[config.mk]
export PLATFORM = sky130hd
export DESIGN_NAME = booth_mul4_flat
export DESIGN_NICKNAME = d
export VERILOG_FILES = /design/src/rtl/booth_mul4_pkg.sv /design/src/rtl/booth_mul4_if.sv /design/src/rtl/booth_mul4_addsub.sv /design/src/rtl/booth_mul4.sv /design/src/flat_wrapper.sv
export SDC_FILE = /design/constraint.sdc
export NUM_CORES = 1
export LEC_CHECK = 0
export ABC_AREA = 0
export BUFFER_PORTS_ARGS = -buffer_cell sky130_fd_sc_hd__buf_2
export CAP_MARGIN = 0
export CORE_UTILIZATION = 55
export CTS_BUF_LIST = sky130_fd_sc_hd__clkbuf_4 sky130_fd_sc_hd__clkbuf_8 sky130_fd_sc_hd__clkbuf_16
export CTS_CLUSTER_SIZE = 20
export DETAILED_ROUTE_END_ITERATION = 6
export GPL_TIMING_DRIVEN = 1
export PLACE_DENSITY = 0.84
export REMOVE_ABC_BUFFERS = 1
export SLEW_MARGIN = 20
export SYNTH_ARGS = -nofsm -noshare
export SYNTH_HDL_FRONTEND = slang
export SYNTH_SLANG_ARGS = --single-unit
[constraint.sdc]
create_clock -name clk -period 4.3 [get_ports clk]
set_clock_uncertainty 0.15 [all_clocks]
set_input_delay 0.86 -clock clk [delete_from_list [all_inputs] [get_ports clk]]
set_output_delay 0.86 -clock clk [all_outputs]
set_load 0.1 [all_outputs]
[src/rtl/booth_mul4_pkg.sv]
// Shared constants for the Booth multiplier: state encoding and operand/product widths.
package booth_mul4_pkg;
  localparam int W  = 4;
  localparam int PW = 8;

  localparam logic [1:0] IDLE = 2'd0;
  localparam logic [1:0] CALC = 2'd1;
  localparam logic [1:0] DONE = 2'd2;
endpackage

[src/rtl/booth_mul4_if.sv]
// Start/done request bus between a requester and the Booth multiplier.
interface booth_mul4_if;
  import booth_mul4_pkg::*;

  logic          start;
  logic [W-1:0]  multiplicand;
  logic [W-1:0]  multiplier;
  logic          busy;
  logic          done;
  logic [PW-1:0] product;

  modport master (output start, multiplicand, multiplier, input busy, done, product);
  modport slave  (input start, multiplicand, multiplier, output busy, done, product);
endinterface

[src/rtl/booth_mul4_addsub.sv]
// 4-bit add/subtract datapath: s = a + b (m=0) or a - b (m=1), v = signed overflow.
// Purely combinational, zero latency, no flow control.
module addsub
  import booth_mul4_pkg::*;
(
  input  logic [W-1:0] a,
  input  logic [W-1:0] b,
  input  logic         m,
  output logic [W-1:0] s,
  output logic         v
);
  logic [W-1:0] b_eff;

  always_comb begin
    b_eff = m ? ~b : b;
    s     = a + b_eff + {{(W-1){1'b0}}, m};
    // Overflow when both effective operands share a sign the result does not.
    v     = (a[W-1] == b_eff[W-1]) && (s[W-1] != a[W-1]);
  end
endmodule

[src/rtl/booth_mul4.sv]
// Radix-2 Booth 4x4 signed multiplier sequencer; done pulses 4 cycles after start is accepted.
// start is honoured only in IDLE; requests while busy are dropped.
module booth_mul4
  import booth_mul4_pkg::*;
(
  input  logic         clk,
  input  logic         rst,
  booth_mul4_if.slave  bus
);
  logic [1:0]   state;
  logic [1:0]   next_state;
  logic [W-1:0] a_reg;
  logic [W-1:0] q_reg;
  logic         q_m1;
  logic [W-1:0] m_reg;
  logic [1:0]   cnt;

  logic [W-1:0] as_s;
  logic         as_v;
  logic         do_op;
  logic [W-1:0] sum;
  logic         ts;

  addsub u_addsub (
    .a (a_reg),
    .b (m_reg),
    .m (q_reg[0]),
    .s (as_s),
    .v (as_v)
  );

  // Pair 10 subtracts, 01 adds (q_reg[0] is the mode); 00/11 pass A through.
  always_comb begin
    do_op = q_reg[0] ^ q_m1;
    sum   = do_op ? as_s : a_reg;
    // The overflow-corrected sign stands in for a fifth adder bit.
    ts    = sum[W-1] ^ (do_op & as_v);
  end

  always_ff @(posedge clk) begin
    if (rst) state <= IDLE;
    else     state <= next_state;
  end

  always_comb begin
    next_state = state;
    case (state)
      IDLE:    if (bus.start) next_state = CALC;
      CALC:    if (cnt == 2'd3) next_state = DONE;
      DONE:    next_state = IDLE;
      default: next_state = IDLE;
    endcase
  end

  always_comb begin
    bus.busy = (state != IDLE);
    bus.done = (state == DONE);
  end

  always_ff @(posedge clk) begin
    if (rst) begin
      a_reg       <= '0;
      q_reg       <= '0;
      q_m1        <= 1'b0;
      m_reg       <= '0;
      cnt         <= 2'd0;
      bus.product <= '0;
    end else if (state == IDLE && bus.start) begin
      a_reg <= '0;
      q_reg <= bus.multiplier;
      q_m1  <= 1'b0;
      m_reg <= bus.multiplicand;
      cnt   <= 2'd0;
    end else if (state == CALC) begin
      a_reg <= {ts, sum[W-1:1]};
      q_reg <= {sum[0], q_reg[W-1:1]};
      q_m1  <= q_reg[0];
      cnt   <= cnt + 2'd1;
      if (cnt == 2'd3)
        bus.product <= {ts, sum[W-1:1], sum[0], q_reg[W-1:1]};
    end
  end
endmodule
[src/flat_wrapper.sv]
// flat-port wrapper written by rule: the top's interface ports become plain ports
module booth_mul4_flat import booth_mul4_pkg::*;
  (clk, rst, bus_start, bus_multiplicand, bus_multiplier, bus_busy, bus_done, bus_product);
  booth_mul4_if bus_i ();
  input  logic clk;
  input  logic rst;
  input wire logic [$bits(bus_i.start)-1:0] bus_start;
  input wire logic [$bits(bus_i.multiplicand)-1:0] bus_multiplicand;
  input wire logic [$bits(bus_i.multiplier)-1:0] bus_multiplier;
  output wire logic [$bits(bus_i.busy)-1:0] bus_busy;
  output wire logic [$bits(bus_i.done)-1:0] bus_done;
  output wire logic [$bits(bus_i.product)-1:0] bus_product;
  assign bus_i.start = bus_start;
  assign bus_i.multiplicand = bus_multiplicand;
  assign bus_i.multiplier = bus_multiplier;
  assign bus_busy = bus_i.busy;
  assign bus_done = bus_i.done;
  assign bus_product = bus_i.product;
  booth_mul4 u_core (.clk(clk), .rst(rst), .bus(bus_i));
endmodule
==> Yosys cells after proc, flatten, opt, wreduce, memory -nomap -nowiden <==
Cells that the tools add are included.
Widths: inputs -> output; s select.
{ "word_totals": {"inputBits": 11, "register_bits": 25} }
{ "op_classes": {"reduce_logical": 8, "n_eq_ne": 7, "n_addsub": 3, "bitwise_logic": 5, "mux": 7} }
{ "ops": {"columns": ["operator", "count"], "rows": [
  ["$mux 4", 4],
  ["$add 4x1->4", 1],
  ["$add 4x4->4", 1],
  ["$eq 2x2->1 const B", 2],
  ["$mux 2", 2],
  ["$ne 2x2->1 const B", 2],
  ["$not 4->4", 1],
  ["$pmux 2 s2", 1],
  ["$reduce_bool 2->1", 2],
  ["$reduce_and 3->1", 1],
  ["$add 2x1->2 const B", 1],
  ["$eq 2x1->1 const B", 1],
  ["$logic_and 1x1->1", 2],
  ["$logic_not 2->1", 1],
  ["$reduce_and 2->1", 1],
  ["$reduce_or 2->1", 1],
  ["$xor 1x1->1", 2],
  ["$and 1x1->1", 1],
  ["$eq 1x1->1", 1],
  ["$ne 1x1->1", 1],
  ["$not 1->1", 1]
]} }

==> Depth between registers and ports, before layout <==
{ "logic_depth": {"ltp_word": 8, "mapped_depth": 8, "depth_no_buf": 7} }

==> By module <==
From an unflattened synthesis, not the netlist that was laid out.
{ "hier_totals": {"cells_unflattened": 133, "area_unflattened_um2": 1270.0} }
{ "modules_own_cells": {"columns": ["mod", "seq_area_each_um2", "n_inst", "cells_per_inst", "area_per_inst_um2"], "rows": [
  ["booth_mul4", 500.5, 1, 117, 1112.3],
  ["addsub", 0.0, 1, 16, 157.7]
]} }

==> Least setup slack after synthesis <==
Ideal clock, no wire load.
{ "synth_path": {"path_type": "register to output", "start": "register u_core.state[1]", "end": "output bus_done", "arrival_ps": 1674, "path_buffers": 0, "required_time_ps": 3290, "stages_incl_launch_ff": 2, "setup_slack_ps": 1616, "cell_sequence": "dfxtp_1 > nor2b_1"} }
{ "synth_via": {"elab_chain_len": 1} }
{ "synth_rtl": {"columns": ["element", "line", "source"], "rows": [
  ["from (decl)", "booth_mul4.sv:10", "logic [1:0] state;"],
  ["from (signal assigned)", "booth_mul4.sv:42", "else state <= next_state;"],
  ["$eq 2x2->1", "booth_mul4.sv:57", "bus.done = (state == DONE);"],
  ["to (decl)", "flat_wrapper.sv:11", "output wire logic [$bits(bus_i.done)-1:0] bus_done;"]
]} }
Every way passes these cells.

==> Final worst setup path <==
{ "layout_path": {"start": "register u_core.q_reg[0]", "end": "register u_core.a_reg[2]"} }
{ "layout_via": {"elab_chain_len": 4, "elab_cells_between_ends": 5, "classes_between": "add/sub: 2; mux: 2; bitwise: 1"} }
{ "layout_rtl": {"columns": ["element", "line", "source"], "rows": [
  ["from (decl)", "booth_mul4.sv:13", "logic [W-1:0] q_reg;"],
  ["from (signal assigned)", "booth_mul4.sv:70", "q_reg <= bus.multiplier;"],
  ["from (signal assigned)", "booth_mul4.sv:76", "q_reg <= {sum[0], q_reg[W-1:1]};"],
  ["$mux 4", "booth_mul4_addsub.sv:15", "b_eff = m ? ~b : b;"],
  ["$add 4x4->4", "booth_mul4_addsub.sv:16", "s = a + b_eff + {{(W-1){1'b0}}, m};"],
  ["$add 4x1->4", "booth_mul4_addsub.sv:16", null],
  ["$mux 4 (*)", "booth_mul4.sv:35", "sum = do_op ? as_s : a_reg;"],
  ["to (signal assigned)", "booth_mul4.sv:75", "a_reg <= {ts, sum[W-1:1]};"],
  ["to (decl)", "booth_mul4.sv:12", "logic [W-1:0] a_reg;"]
]} }
Every way passes the cells marked *; elsewhere a longest branch is shown, timed or not.
A chain may end at the register's enable or synchronous reset.

==> metrics.md <==
| Metric | Value |
|---|---|
| CTS root buf | `clkbuf_4` |
| Initial core utilization | `between 50% and 60%` |
| Critical Path Fanout Max | `8` |
| CP Launch Type | `flop` |
| EDFF count, synth | `0` |
| CTS Buf Count | `3` |
| Gr usage total | `21.0%` |
| Final worst setup slack | `1.97 ns` |
| Register with the most flip-flops | `u_core.bus.product` |
| Global-route wire length before repair | `approximately 3200 um` |
| Setup bufs post-CTS | `0` |
| CTS max path bufs | `2` |
| IO Pins | `21` |
| Initial antenna violation count | `0` |
| Vias in the first global route | `736` |
| Port Buffers | `20` |
| Total wire length | `2140 um` |
| Post-DP HPWL | `1590 um` |
| Reg area | `roughly 500 um2` |
| Syn Inst Count | `around 130` |
| Hold Vio Cnt, Final | `0` |
| Die area | `between 0.002 and 0.0025 mm2` |
| Max_slew headroom | `43.1%` |
| Worst path max stage delay | `around 0.6 ns` |
| Crit path from | `u_core.q_reg[0]` |
| Largest net degree at the start of global routing | `20` |
| Vias per cell | `5.25` |
| Synth-to-Final Area Change | `11.7%` |
| LEAKAGE | `0.547 nW` |
| Yosys warns | `0` |
| Critical R2R Launch | `u_core.q_reg[0]` |
| Slowest CP cell | `dfxtp_1` |
| CP delay by family, top | `compound AO/OA/AOI/OAI gates` |
| Final Setup Violations | `0` |
| Sequential area share after synthesis | `between 40% and 50%` |
| HP Class | `reg -> reg` |
| Nets | `approximately 160` |
| Total core area | `around 0.0020 mm2` |
| RSZ-0062 raised after global routing | `no` |
| CTS tree | `done` |
| Max Slew Vio Count | `0` |
| CP Class | `reg -> reg` |
| CP required | `4.40 ns` |
| Clock transition at path regs | `0.14 ns` |
| PD cells | `~330 mW/mm2` |
| Routed len/inst | `12.4 um` |
| Crit path capture type | `flop` |
| Synth Register Bits | `25` |
| Synth top area share | `43.6%` |
| Top Metal Used | `met4` |
| Layout fillers | `approximately 170` |
| Area of the multi-input gates | `602 um2` |
| Outcome | `finished clean` |
| Num rows | `16` |
| Synth area leaders | `dfxtp_1, mux2i_1, nand2_1` |
| Period Utilization, post-route | `54.1%` |
| Post-place setup slack | `1.97 ns` |
| CP bufs+invs | `0` |
| Top FF cell, synth | `dfxtp_1` |
| Max cap viols | `0` |
| Worst vdd ir | `0.000175 V` |
| Netlist cell types | `28` |
| Drt pass-1 iters | `6` |
| Layout cells sized above 1 | `20.5%` |
| Max FFs per register | `8` |
| Cts-stage hold buffer count | `0` |
| Global route total overflow | `0` |
| Overall power | `between 0.0004 and 0.0005 W` |
| Worst endpoint data arrival time | `between 2 and 2.5 ns` |
| Non-filler instance count after layout | `173` |
| Gpl congestion | `between 0.8 and 0.9` |
| Post_cts resized | `0` |
| Largest area contributor in the netlist | `dfxtp_1` |
| Met1 WL | `996 um` |
| N_diodes | `0` |
| Cells after DPL | `approximately 170` |
| Clk_lat worst skew | `roughly 0.32 ns` |
| Initial drt markers | `15` |
| Achievable clock frequency | `430 MHz` |
| Post-route ant nets | `0` |
| Met2 wire len | `approximately 1000 um` |
| TNS Setup | `0 ns` |
| Hold Startpoint | `u_core.bus.product[0]` |
| Crit path time final | `approximately 2.3 ns` |
| Vias | `just over 900` |
| Clk sinks | `25` |
| CP cell instances | `xor2_1 > ha_1 > a21o_1 > a31o_4 > mux2i_2 > xnor2_1 > a211oi_1` |
| Die Ht | `between 40 and 50 um` |
| Synthesized area | `approximately 0.0011 mm2` |
| Syn Area/Cell | `8.89 um2` |
| DRC errors left | `0` |
| Met3 routed wirelength | `114 um` |
| Die X | `around 48 um` |
| Synth async-reset ratio | `0%` |
| Worst slew pin tran | `0.850 ns` |
| Reg2reg setup slack | `1.97 ns` |
| H-tree depth | `1` |
-- kinds of logic (layout without fill, tap and decap cells) --
group / Yosys count / after routing / share of synthesized area, %
and+or+nand+nor: 45 / 45 / 15.9
AOI/OAI and AO/OA: 26 / 26 / 14.5
buffers and inverters: 10 / 27 / 3.93
muxes: 10 / 10 / 9.49
DFF: 25 / 25 / 43.6
adders and majority gates: 4 / 4 / 5.02
xor gates and xnor gates: 9 / 9 / 7.53
-- worst min-delay path, cell delays in order (launching register included) --
cell and delay, ns:
dfxtp_1 0.33, nand2_1 0.05, a21oi_1 0.05
-- worst paths after layout --
kind,depth (start not counted),end
worst max-delay path,7,u_core.a_reg[2]
worst min-delay path,2,u_core.bus.product[0]
worst max register to register,7,u_core.a_reg[2]
worst min register to register,2,u_core.bus.product[0]
-- per-layer routing --
metal  up-vias  global-route usage, %
met1       416                   26.6
met5         -                      0
li1        464                      -
met3         4                   5.66
met2        24                   32.9
met4         0                   11.1
-- layout make-up --
class / instances / share of cell area [%]
clock buffer: 3 / 1.76
clock inverter: 1 / 0.586
inverter: 2 / 0.586
multi-input combinational: 94 / 47.0
sequential: 25 / 39.1
tap: 27 / 2.64
timing repair buffer: 21 / 8.40
-- where the power goes --
part	total, W	switching, W	leakage (nW)	internal, W
combinational	0.0000670	0.0000398	0.330	0.0000272
sequential	0.000249	0.00000869	0.203	0.000240
clock	0.000108	0.0000729	0.0139	0.0000356
-- cells in the final DEF, fill, tap and decap left out, drive strengths merged --
cell and instances:
a211oi 4, a21o 1, a21oi 13, a22oi 4, a31o 1, a31oi 1, and2 1, buf 21
clkbuf 3, clkinvlp 1, dfxtp 25, fa 1, ha 3, inv 2, mux2 1, mux2i 9
nand2 21, nand3 1, nor2 18, nor2b 2, o21ai 2, or2 2, xnor2 5, xor2 4
-- cell usage after synthesis (2+ instances only) --
master	number
a211oi_1	4
xor2_1	3
a22oi_1	4
ha_1	3
clkbuf_1	6
xnor2_1	5
mux2i_1	8
a21oi_1	13
nor2_1	18
dfxtp_1	25
inv_1	2
nor2b_1	2
nand2_1	21
-- through the flow --
step	hold WS [ns]	cell area, um2	util [%]
final	0.310	1280	65.3
after global routing	0.335	1280	65.3
after CTS	0.315	1280	65.3
after detailed placement	0.296	1250	63.8
after global placement	0.288	1250	63.8
after floorplan	0.289	1110	-
(Power assumes the default switching activity.)
